<file path="src/rtl/rr_arbiter_pkg.sv">
// Purpose: shared constants, FSM state type and helpers for the round-robin arbiter.
// Ports: none (package).
package rr_arbiter_pkg;

  localparam bit ENABLE  = 1'b1;
  localparam bit DISABLE = 1'b0;
  localparam bit HIGH    = 1'b1;
  localparam bit LOW     = 1'b0;

  typedef enum logic {
    ST_ARB    = 1'b0,
    ST_LOCKED = 1'b1
  } state_e;

  // Index width for n requesters, never below one bit.
  function automatic int unsigned idx_width(input int unsigned n);
    return (n > 1) ? $clog2(n) : 1;
  endfunction

endpackage

</file>
<file path="src/rtl/rr_arbiter_selector.sv">
// Purpose: fixed-priority pick of one entry out of a request vector, with payload mux.
// Ports:
//   req     in   REQ         request vector (polarity set by ACT)
//   data    in   REQ*DATA    per-entry payload
//   valid_c out  1           at least one active request
//   pos_c   out  REQ         winner: one-hot (BIT_MAP=ENABLE) or binary index
//   data_c  out  DATA        payload of the winner, zero when none
module rr_arbiter_selector
  import rr_arbiter_pkg::*;
#(
  parameter int unsigned REQ     = 8,
  parameter int unsigned DATA    = 33,
  parameter bit          BIT_MAP = ENABLE,
  parameter bit          ACT     = HIGH,
  parameter bit          MSB     = DISABLE
) (
  input  logic [REQ-1:0]           req,
  input  logic [REQ-1:0][DATA-1:0] data,
  output logic                     valid_c,
  output logic [REQ-1:0]           pos_c,
  output logic [DATA-1:0]          data_c
);

  localparam int unsigned SW = idx_width(REQ);

  logic [REQ-1:0] act;
  logic [REQ-1:0] hit;
  logic [SW-1:0]  sel_idx;

  // First active entry wins; scan direction chooses LSB- or MSB-first priority.
  always_comb begin
    act     = ACT ? req : ~req;
    valid_c = 1'b0;
    hit     = '0;
    sel_idx = '0;
    data_c  = '0;
    if (MSB) begin
      for (int k = REQ - 1; k >= 0; k--) begin
        if (!valid_c && act[k]) begin
          valid_c = 1'b1;
          hit[k]  = 1'b1;
          sel_idx = SW'(k);
          data_c  = data[k];
        end
      end
    end else begin
      for (int k = 0; k < REQ; k++) begin
        if (!valid_c && act[k]) begin
          valid_c = 1'b1;
          hit[k]  = 1'b1;
          sel_idx = SW'(k);
          data_c  = data[k];
        end
      end
    end
    pos_c = BIT_MAP ? hit : REQ'(sel_idx);
  end

endmodule

</file>
<file path="src/rtl/rr_arbiter.sv">
// Purpose: round-robin arbiter with optional burst lock and a registered output beat.
// Ports:
//   clk, reset_          clock, async active-low reset
//   req/req_data/req_last per-requester beat valid, payload, last-of-burst
//   gnt                  one-hot accept (combinational)
//   out_valid/out_data/out_last/out_idx  registered beat
//   out_ready            downstream accept
module rr_arbiter
  import rr_arbiter_pkg::*;
#(
  parameter int unsigned REQ  = 8,
  parameter int unsigned DATA = 32,
  parameter bit          LOCK = ENABLE,
  localparam int unsigned IDX = idx_width(REQ)
) (
  input  logic                     clk,
  input  logic                     reset_,
  input  logic [REQ-1:0]           req,
  input  logic [REQ-1:0][DATA-1:0] req_data,
  input  logic [REQ-1:0]           req_last,
  output logic [REQ-1:0]           gnt,
  output logic                     out_valid,
  output logic [DATA-1:0]          out_data,
  output logic                     out_last,
  output logic [IDX-1:0]           out_idx,
  input  logic                     out_ready
);

  localparam int unsigned W = DATA + 1;

  state_e               state, state_nx;
  logic [IDX-1:0]       ptr, owner, win_idx;
  logic [REQ-1:0][W-1:0] beat;
  logic [REQ-1:0]       cand, mask, masked, m_pos, r_pos, win;
  logic                 m_valid, r_valid;
  logic [W-1:0]         m_data, r_data, win_data;
  logic                 adv_c, take_c, last_c, owner_ld_c;

  // Pack {last, data} per requester so the selector muxes both together.
  always_comb begin
    beat = '0;
    for (int i = 0; i < REQ; i++) beat[i] = {req_last[i], req_data[i]};
  end

  // Candidates: everyone in ARB, only the owner while a burst is locked.
  always_comb begin
    cand = req;
    if (state == ST_LOCKED) begin
      cand        = '0;
      cand[owner] = req[owner];
    end
    mask = '0;
    for (int i = 0; i < REQ; i++) mask[i] = (IDX'(i) > ptr);
    masked = cand & mask;
  end

  rr_arbiter_selector #(
    .REQ(REQ), .DATA(W), .BIT_MAP(ENABLE), .ACT(HIGH), .MSB(DISABLE)
  ) u_sel_masked (
    .req(masked), .data(beat), .valid_c(m_valid), .pos_c(m_pos), .data_c(m_data)
  );

  rr_arbiter_selector #(
    .REQ(REQ), .DATA(W), .BIT_MAP(ENABLE), .ACT(HIGH), .MSB(DISABLE)
  ) u_sel_raw (
    .req(cand), .data(beat), .valid_c(r_valid), .pos_c(r_pos), .data_c(r_data)
  );

  // Requesters above ptr take precedence; otherwise wrap to the lowest request.
  always_comb begin
    win      = m_valid ? m_pos : r_pos;
    win_data = m_valid ? m_data : r_data;
    adv_c    = !out_valid || out_ready;
    take_c   = adv_c && r_valid;
    gnt      = adv_c ? win : '0;
    last_c   = LOCK ? win_data[DATA] : 1'b1;
    win_idx  = '0;
    for (int i = 0; i < REQ; i++) if (win[i]) win_idx = win_idx | IDX'(i);
  end

  // FSM state register.
  always_ff @(posedge clk or negedge reset_) begin
    if (!reset_) state <= ST_ARB;
    else         state <= state_nx;
  end

  // FSM next state.
  always_comb begin
    state_nx = state;
    case (state)
      ST_ARB:    if (take_c && LOCK && !win_data[DATA]) state_nx = ST_LOCKED;
      ST_LOCKED: if (take_c && win_data[DATA])          state_nx = ST_ARB;
      default:   state_nx = ST_ARB;
    endcase
  end

  // FSM outputs: capture the owner when a burst starts.
  always_comb begin
    owner_ld_c = 1'b0;
    if (state == ST_ARB && take_c && LOCK && !win_data[DATA]) owner_ld_c = 1'b1;
  end

  // Pointer and owner; in LOCKED the winner is the owner, so ptr lands on it.
  always_ff @(posedge clk or negedge reset_) begin
    if (!reset_) begin
      ptr   <= IDX'(REQ - 1);
      owner <= '0;
    end else begin
      if (take_c)     ptr   <= win_idx;
      if (owner_ld_c) owner <= win_idx;
    end
  end

  // Output beat register; holds while stalled.
  always_ff @(posedge clk or negedge reset_) begin
    if (!reset_) begin
      out_valid <= 1'b0;
      out_data  <= '0;
      out_last  <= 1'b0;
      out_idx   <= '0;
    end else if (adv_c) begin
      out_valid <= take_c;
      if (take_c) begin
        out_data <= win_data[DATA-1:0];
        out_last <= last_c;
        out_idx  <= win_idx;
      end
    end
  end

endmodule

</file>
<file path="config.mk">
export PLATFORM = sky130hd
export DESIGN_NAME = rr_arbiter
export DESIGN_NICKNAME = d
export VERILOG_FILES = /design/src/rtl/rr_arbiter_pkg.sv /design/src/rtl/rr_arbiter_selector.sv /design/src/rtl/rr_arbiter.sv
export SDC_FILE = /design/constraint.sdc
export NUM_CORES = 1
export LEC_CHECK = 0
export CAP_MARGIN = 10
export CORE_UTILIZATION = 50
export CTS_BUF_LIST = sky130_fd_sc_hd__clkbuf_8 sky130_fd_sc_hd__clkbuf_16
export CTS_CLUSTER_DIAMETER = 100
export DETAILED_ROUTE_END_ITERATION = 8
export PLACE_DENSITY = 0.86
export SLEW_MARGIN = 10
export SYNTH_ARGS = -nofsm -noshare
export SYNTH_HDL_FRONTEND = slang
export SYNTH_HIERARCHICAL = 1
export SYNTH_SLANG_ARGS = --single-unit
</file>
<file path="constraint.sdc">
create_clock -name clk -period 6.3 [get_ports clk]
set_clock_uncertainty 0.05 [all_clocks]
set_input_delay 1.26 -clock clk [delete_from_list [all_inputs] [get_ports clk]]
set_output_delay 1.26 -clock clk [all_outputs]
set_load 0.05 [all_outputs]
</file>
---- Yosys cells after proc, flatten, opt, wreduce, memory -nomap -nowiden ----
Cells that the tools add are included.
storage, ports and cells
  output and inout port bits .............. 45
  word-level logic and storage cells ...... 123
  flip-flop bits (word level) ............. 44
  input bits .............................. 275
operators by class
  bitwise gates (word level) .............. 3
  muxes and demuxes ....................... 65
  $lt $le $gt $ge ......................... 10
  reduce and logical (&&, ||, !) cells .... 38
operators with widths
  kind                                                                          count
  33-bit 2-to-1 mux                                                             17
  1-bit 2-to-1 mux                                                              36
  8-bit 2-to-1 mux                                                              3
  1-bit logical AND                                                             20
  8-bit AND                                                                     2
  1-bit logical NOT                                                             16
  3-bit > comparator, first input constant                                      4
  3-bit 2-to-1 mux                                                              4
  1-bit by 3-bit > comparator with 1-bit output, first input constant           2
  2-bit by 3-bit > comparator with 1-bit output, first input constant           2
  3-bit by 4-bit less-than comparator with 1-bit output, second input constant  1
  2-bit 2-to-1 mux                                                              2
  1-bit binary-select mux with 3-bit select                                     1
  1-bit demux with 3-bit select                                                 1
  3-bit by 1-bit >= comparator with 1-bit output, second input constant         1
  1-bit case mux with 2 select lines                                            1
  2-bit AND reduction                                                           1
  1-bit logical OR                                                              1
  1-bit inverter                                                                1

---- Longest topological paths before layout ----
Gate-level depths: netlist of run 1.
  word-level depth ........................ 37
  gate-level depth with buffers ........... 14
  gate-level depth less buffers ........... 10

---- Hierarchy ----
The synthesis of run 1 kept the hierarchy.
by module, submodules not included
  module               cells each  times used  area each (um2)  seq. area each (um2)
  rr_arbiter_selector  477         2           2967.8           0.0
  rr_arbiter           259         1           2612.5           1104.8

---- Worst setup path before layout of run 1 ----
OpenSTA, ideal clock, no wires.
  path kind ............................... input to output
  start ................................... input port req[1]
  end ..................................... output port gnt[5]
  cell stages on the path ................. 9
  required time ........................... 4.990 ns
  path buffers ............................ 2
  slack ................................... 1.422 ns
  data arrival time ....................... 3.568 ns
  cells stage by stage .................... mux2_1 -> a2bb2oi_2 -> a311oi_1 -> nor3_1 -> nand2_1 -> buf_4 -> buf_4 -> mux2i_1 -> nor2_1
between the ends
  elaborated cells on any way between the ends .. 46
  classes of those cells .................. mux: 20; bitwise: 2; reduce/logical: 24
RTL lines
  element                                      line                       source
  start, declared                              rr_arbiter.sv:18           input logic [REQ-1:0] req,
  1-bit binary-select mux with 3-bit select *  rr_arbiter.sv:50           cand[owner] = req[owner];
  1-bit 2-to-1 mux (not written as such) *     rr_arbiter.sv:50
  8-bit AND (no source line) *                 -
  8-bit 2-to-1 mux *                           rr_arbiter.sv:48           if (state == ST_LOCKED) begin
  8-bit AND *                                  rr_arbiter.sv:54           masked = cand & mask;
  net masked[5]                                rr_arbiter.sv:34           logic [REQ-1:0] cand, mask, masked, m_pos, r_pos, win;
  1-bit logical AND *                          rr_arbiter_selector.sv:48  if (!valid_c && act[k]) begin
  1-bit 2-to-1 mux *                           rr_arbiter_selector.sv:48
  1-bit logical NOT                            rr_arbiter_selector.sv:48
  1-bit logical AND                            rr_arbiter_selector.sv:48
  1-bit 2-to-1 mux *                           rr_arbiter_selector.sv:48
  1-bit logical NOT                            rr_arbiter_selector.sv:48
  1-bit logical AND                            rr_arbiter_selector.sv:48
  1-bit 2-to-1 mux *                           rr_arbiter_selector.sv:48
  net m_valid                                  rr_arbiter.sv:35           logic m_valid, r_valid;
  8-bit 2-to-1 mux *                           rr_arbiter.sv:71           win = m_valid ? m_pos : r_pos;
  8-bit 2-to-1 mux *                           rr_arbiter.sv:75           gnt = adv_c ? win : '0;
  end, declared                                rr_arbiter.sv:21           output logic [REQ-1:0] gnt,
The timed path passes the listed nets; every way through them passes the cells marked *. The select of a mux whose other input is x is not followed.

---- Worst setup path after layout of run 1 ----
  start ................................... input port req[5]
  end ..................................... output port gnt[5]
between the ends
  elaborated cells on any way between the ends .. 46
  classes of those cells .................. mux: 20; bitwise: 2; reduce/logical: 24
RTL lines
  element                                    line
  1-bit binary-select mux with 3-bit select  rr_arbiter.sv:50
  1-bit 2-to-1 mux (not written as such)     rr_arbiter.sv:50
  8-bit AND (no source line)                 -
  8-bit 2-to-1 mux *                         rr_arbiter.sv:48
  8-bit AND *                                rr_arbiter.sv:54
  net masked[5]                              rr_arbiter.sv:34
  1-bit logical AND *                        rr_arbiter_selector.sv:48
  1-bit 2-to-1 mux *                         rr_arbiter_selector.sv:48
  net m_pos[5]                               rr_arbiter.sv:34
  8-bit 2-to-1 mux *                         rr_arbiter.sv:71
  8-bit 2-to-1 mux *                         rr_arbiter.sv:75
Marked as above.

==> metrics.md, run 1 <==
| Metric | Value |
|---|---|
| Outcome | complete, but fails checks |
| Failing checks | DRC |
| Final WL | 39.6 mm |
| Post-CTS Setup Inserts | 0 |
| GRT Total Usage | 43.3% |
| WP data arrival | 3.98 ns |
| Critical Path End Type | output port |
| Fin crit share | 84.0% |
| Post-placement cell count | 1657 |
| Worst-path clk slew | 0.07 ns |
| CP Class | input pin to output port |
| Crit path cell chain | clkdlybuf4s50_1 > o21ai_0 > a311oi_4 > buf_4 > inv_1 > nor3_1 > mux2i_1 > nor2_1 > buf_12 |
| Layout cells sized above 1 | 16.0% |
| # rows | 47 |
| Worst slew pin tran | 0.898 ns |
| Routed WL per cell | 23.8 um |
| Global route total overflow | 0 |
| Final core utilization | 71.9% |
| Final net count | 1719 |
| Ant diodes | 0 |
| Wl on met1 | 14.6 mm |
| DR vias | 11355 |
| Static Leak | 4.27 nW |
| Slowest CP cell | buf_4 |
| Path category of the worst min-delay check | flip-flop to flip-flop |
| Sequential fraction of the synthesis area | 12.9% |
| Die ar. | 17600 sq um |
| Drt pass-1 iters | 9 |
| CP max stage delay | 0.49 ns |
| Storage element area | 1100 sq um |
| Top sig layer | met4 |
| Synth Flop Type | dfrtp_1 |
| Footprint of the multi-input gates | 6890 sq um |
| CTS resizes | 0 |
| Largest net degree at the start of global routing | 46 |
| Max_cap viols | 0 |
| Root Driver | clkbuf_16 |
| Reg2Reg Setup Slack | 2.13 ns |
| Hold slack final | 0.462 ns |
| Post-route minimum period | 5.29 ns |
| Critical Path RT | 4.99 ns |
| Endpoints failing hold | 0 |
| Relative slew margins | 39.9% |
| Met2 Routed Length | 17.5 mm |
| I/O Buffers | 319 |
| Syn. warnings | 6 |
| Final setup fails | 0 |
| Post-DP HPWL | 27.3 mm |
| Vias in the first global route | 10834 |
| # IOs | 320 |
| Register bit total from synthesis | 44 |
| Core Region | 16600 sq um |
| TritonCTS buffer count | 5 |
| Clk buf depth | 2 |
| CP bufs+invs | 4 |
| # hold bufs at CTS | 0 |
| Die Wd | 133 um |
| H-tree Lvls | 2 |
| Synth Cell Area | 8550 sq um |
| Layout overhead on the synthesized area | 39.9% |
| CP startpoint kind | input pin |
| Setup Total Neg Slack | 0 ns |
| Via density per instance | 6.82 |
| Async SR Flop Fraction | 100% |
| Synth Instances | 1213 |
| RSZ-0062 raised after global routing | false |
| CTS tree | built |
| Count of flip-flops with a built-in enable after synthesis | 0 |
| DR iter-0 viols | 1738 |
| Post-Layout Cell Count | 1665 |
| Pwr Density | 433 nW/um^2 |
| Unique cell type count in the Yosys netlist | 50 |
| Crit-path max FO | 39 |
| Remaining antenna violation count after routing | 0 |
| Initial antenna violation count | 0 |
| Max-slew violations | 0 |
| Peak VDD IR | 0.354 mV |
| Num Clock Sinks | 44 |
| Drc violations | 35 |
| Max Fclk | 189 MHz |
| Met3 Wirelength | 5.25 mm |
| # fillers | 1310 |
| Vert. Die Dim | 133 um |
| Clk_lat worst skew | 0.31 ns |
| First-pass GRT wire length | 59.7 mm |
| Initial core utilization | 51.4% |
| Mean Syn Cell Area | 7.05 sq um |
| Gpl congestion | 0.967 |
| Delay-heaviest family, CP | buffers and inverters |
## worst paths after layout
kind,start,end,cells past startpoint
worst max-delay path,req[5],gnt[5],9
worst min-delay path,out_last,out_last,1
worst max register to register,flip-flop,owner[2],10
worst min register to register,out_last,out_last,1
max in group asynchronous,reset_,out_data[21],1
min in group asynchronous,reset_,out_valid,1
## where the power goes
group / switching (mW) / internal, mW / leakage (nW)
Combinational: 2.59 / 1.71 / 3.70
Clock: 0.134 / 0.157 / 0.0766
Sequential: 0.148 / 0.435 / 0.497
## stage by stage
| step | worst slack (ns) | power [mW] | instance area [sq um] |
|---|---|---|---|
| after floorplan | 1.42 | 3.55 | 8550 |
| after global placement | 1.20 | 4.66 | 11800 |
| after detailed placement | 1.12 | 4.74 | 11800 |
| after CTS | 1.11 | 5.04 | 12000 |
| after global routing | 0.910 | 5.38 | 12000 |
| final | 1.01 | 5.18 | 12000 |
## cells by family (layout without fill, tap and decap cells)
group                  count (synthesis)  in the layout  synth area share (%)
DFF                                   44             44                  12.9
and+or+nand+nor                      468            468                  27.2
buffers and inverters                142            373                  8.05
AOI/OAI and AO/OA                    452            452                  38.4
other                                  1              2                0.0439
muxes                                106            106                  13.4
## state kept, by name, indices dropped and copies added, names as in the netlist, named ones only
signal,flops
ptr,3
out_data,32
out_idx,3
owner,3
out_valid,1
out_last,1
## worst reg2reg max path, cell delays in order, from the launching register on
cell	delay [ns]
dfrtp_1	0.71
inv_1	0.27
a21o_1	0.22
and3_2	0.20
or4_4	0.68
nor3_4	0.82
a21oi_1	0.18
a211oi_1	0.26
mux2i_1	0.15
nand4_2	0.19
mux2_4	0.32
## cells in the final DEF (no fill, tap or decap), drive strengths merged, types with 9 or more instances in the layout
cell and n:
nand2 184, mux2 62, nor2 83, clkdlybuf4s50 310, a221o 58, nor3 15, a211oi 60, a22oi 9
a21oi 216, nor3b 13, buf 40, dfrtp 41, inv 15, mux2i 44, o22ai 66, nor2b 78
o21ai 20, nand2b 62
## area by class of cell
cell class | count | share of cell area, %
Tap cell | 220 | 2.30
Timing Repair Buffer | 350 | 29.2
Multi-Input combinational cell | 1028 | 57.6
Inverter | 15 | 0.471
Sequential cell | 44 | 9.24
Clock buffer | 6 | 1.16
Clock inverter | 2 | 0.0837
## routing by layer
metal / track usage, % / vias up
li1: - / 4876
met1: 54.3 / 5176
met2: 69.1 / 1092
met3: 9.04 / 211
met4: 23.9 / 0
met5: 0 / -
## cell usage after synthesis, drive strengths merged (3+ instances only)
master	instances	area [sq um]
o21a	3	22.5
nor3b	13	97.6
nand2	184	691
a211oi	60	711
dfrtp	41	1030
mux2i	44	440
o21ai	20	100
a31oi	4	25.0
nand2b	62	395
clkbuf	81	304
nand3	3	15.0
mux2	62	702
nand3b	8	60.1
nor3	15	97.6
or3	3	18.8
nand4	5	37.5
and3	4	25.0
a21oi	216	1230
a221o	58	581
o31ai	8	60.1
nor4	3	31.3
and2	4	27.5
nor2b	78	488
a22oi	9	67.6
buf	46	328
nor2	83	312
o22ai	66	413
dfstp	3	78.8
inv	15	56.3
(Power assumes the default switching activity.)
==> inputs of run 2 (changes only) <==
CORE_UTILIZATION = 47   (was 50)
PLACE_DENSITY = 0.81   (was 0.86)
clock period = 5.6 ns   (was 6.3 ns; I/O delays follow)
==> run 2 against run 1 <==
The flow now finishes without violations. Sequential cell count unchanged. Clock power up 38%. Sequential share of layout area shrank 0.054 points. Global-route usage shrank 0.28 points. Worst hold slack lost 0.0068 ns. Critical path depth stayed put. Combinational power up 14%. Setup slack worse by 0.54 ns. First-iteration DRC count fell by 7.6%. Die area grew 6.3%. Largest power group unchanged.
==> metrics.md, run 2 (synthesis gave the netlist of run 1 again) <==
| Metric | Value |
|---|---|
| Outcome | complete, no violations (was complete, but fails checks) |
| Global route total overflow | 0 (unchanged) |
| Post-DP HPWL | 28.0 mm (was 27.3 mm) |
| Endpoints failing hold | 0 (unchanged) |
| Critical Path End Type | output port (unchanged) |
| CP startpoint kind | input pin (unchanged) |
| Slowest CP cell | nor3_1 (was buf_4) |
| Internal Power | 2.66 mW (was 2.31 mW) |
| Crit-path max FO | 22 (was 39) |
| Die Wd | 137 um (was 133 um) |
| Root Driver | clkbuf_16 (unchanged) |
| CP max stage delay | 0.49 ns (about the same) |
| # rows | 48 (was 47) |
| Initial core utilization | 48.7% (was 51.4%) |
| Final setup fails | 0 (unchanged) |
| Crit path cell chain | clkdlybuf4s50_1 > mux2_1 > a2bb2oi_2 > a311oi_4 > nor3_1 > nand2_2 > mux2i_1 > nor2_1 > buf_12 (was clkdlybuf4s50_1 > o21ai_0 > a311oi_4 > buf_4 > inv_1 > nor3_1 > mux2i_1 > nor2_1 > buf_12) |
| GRT Total Usage | 43.0% (was 43.3%) |
| Post-placement cell count | 1667 (was 1657) |
| Max reg flops | 32 (unchanged) |
| First-pass GRT wire length | 61.0 mm (was 59.7 mm) |
| # hold bufs at CTS | 0 (unchanged) |
| # IOs | 320 (unchanged) |
| Path category of the worst min-delay check | flip-flop to flip-flop (unchanged) |
| TritonCTS buffer count | 5 (unchanged) |
| Clock power share | 6.8% (was 5.6%) |
| Post-Layout Cell Count | 1675 (was 1665) |
| Max-slew violations | 0 (unchanged) |
| Placed instance area | 11800 sq um (about the same) |
| Finished Cell Area | 12000 sq um (about the same) |
| WP data arrival | 3.96 ns (was 3.98 ns) |
| Flop pwr share | 10.9% (was 11.3%) |
| Net switching power figure | 3.28 mW (was 2.87 mW) |
| Post-route minimum period | 5.13 ns |
| Gpl congestion | 1.04 (was 0.967) |
| Pwr Density | 494 nW/um^2 (was 433 nW/um^2) |
| Static Leak | 4.30 nW (was 4.27 nW) |
| Final WL | 41.6 mm (was 39.6 mm) |
| Switching Fraction | 55.2% (was 55.5%) |
| Hold slack final | 0.455 ns (was 0.462 ns) |
| Max Fclk | 195 MHz |
| Peak VDD IR | 0.343 mV (was 0.354 mV) |
| Fin crit share | 91.5% |
| Relative slew margins | 50.5% (was 39.9%) |
| Drc violations | 0 (was 35) |
| Layout overhead on the synthesized area | 40.7% (was 39.9%) |
| Worst slew pin tran | 0.743 ns (was 0.898 ns) |
| Core Region | 17500 sq um (was 16600 sq um) |
| # fillers | 1505 (was 1310) |
| Worst-path clk slew | 0.08 ns (was 0.07 ns) |
| Most common cell after layout, fill and taps aside | clkdlybuf4s50_1 (unchanged) |
| Remaining antenna violation count after routing | 0 (unchanged) |
| Layout cells sized above 1 | 16.3% (was 16.0%) |
| Via density per instance | 6.84 (was 6.82) |
| Die ar. | 18700 sq um (was 17600 sq um) |
| Ant diodes | 0 (unchanged) |
| CTS resizes | 0 (unchanged) |
| Num Clock Sinks | 44 (unchanged) |
| Vert. Die Dim | 137 um (was 133 um) |
| Critical Path RT | 4.43 ns (was 4.99 ns) |
| Drt pass-1 iters | 8 (was 9) |
| Routed WL per cell | 24.8 um (was 23.8 um) |
| Vias in the first global route | 10922 (was 10834) |
| Storage element area | 1100 sq um (unchanged) |
| DR iter-0 viols | 1606 (was 1738) |
| Combinational power share | 82.3% (was 83.1%) |
| Clk buf depth | 2 (unchanged) |
| RSZ-0062 raised after global routing | false (unchanged) |
| Max_cap viols | 0 (unchanged) |
| DR vias | 11450 (was 11355) |
| CP Class | input pin to output port (unchanged) |
| Largest Register | out_data (unchanged) |
| Largest net degree at the start of global routing | 46 (unchanged) |
| Footprint of the multi-input gates | 6880 sq um (was 6890 sq um) |
| Most frequent cells in the layout | clkdlybuf4s50_1, nand2_1, a21oi_1 (unchanged) |
| Final net count | 1724 (was 1719) |
| H-tree Lvls | 2 (unchanged) |
| Initial antenna violation count | 0 (unchanged) |
| CTS tree | built (unchanged) |
| Setup Total Neg Slack | 0 ns (unchanged) |
| Clk_lat worst skew | 0.31 ns (about the same) |
| Reg2Reg Setup Slack | 1.38 ns (was 2.13 ns) |
| Post-CTS Setup Inserts | 0 (unchanged) |
| I/O Buffers | 319 (unchanged) |
[run 2: changes by cell type in the layout (fill, tap and decap cells not counted)]
cell       change
nand2_2        +1
nand2_4        -1
buf_2          +1
clkbuf_8       +1
buf_4          +4
bufinv_16      +1
clkinv_2       -2
[run 2: layer usage]
layer	track usage, %	part of all wire, %
met5	0	0
met4	22.2	5.3
met3	10.1	14
met2	69.5	45
met1	53.0	36
[run 2: area by class of cell]
cell class / instances / share of cell area [%]
multi-input combinational: 1028 / 57.2
sequential: 44 / 9.18
clock buffer: 7 / 1.27
inverter: 15 / 0.468
timing repair buffer: 355 / 29.3
tap: 225 / 2.34
clock inverter: 1 / 0.250
[run 2: worst max-delay path: cells and delay by family]
kind                   cells  cell delay, ns
and+or+nand+nor            3            1.19
buffers and inverters      2            0.60
AOI/OAI and AO/OA          2            0.48
muxes                      2            0.55
[run 2: worst paths after layout]
check / cells after the start / endpoint / from
worst max-delay path: 9 / gnt[5] / req[1]
worst min-delay path: 1 / out_last / out_last
worst max register to register: 12 / owner[2] / flip-flop
worst min register to register: 1 / out_last / out_last
max in group asynchronous: 2 / out_data[19] / reset_
min in group asynchronous: 2 / out_valid / reset_
[run 2: power groups by stage]
stage | clock network, mW | registers, mW | logic, mW
after floorplan | 0 | 1.05 | 2.95
after global placement | 0 | 0.643 | 4.66
after detailed placement | 0 | 0.644 | 4.72
after CTS | 0.392 | 0.640 | 4.75
after global routing | 0.408 | 0.660 | 5.09
final | 0.401 | 0.649 | 4.89
[run 2: metrics by stage]
stage	util [%]	power [mW]	worst slack, ns
global route	68.6	6.16	0.422
global placement	67.6	5.31	0.631
detailed placement	67.6	5.37	0.580
CTS	68.6	5.78	0.573
finish	68.6	5.94	0.474
floorplan	-	3.99	1.00
==> inputs of run 3 (changes only) <==
CAP_MARGIN = 20   (was 10)
==> results of run 3 <==
Same layout as run 2: the final DEF is identical, and so are final timing and power.
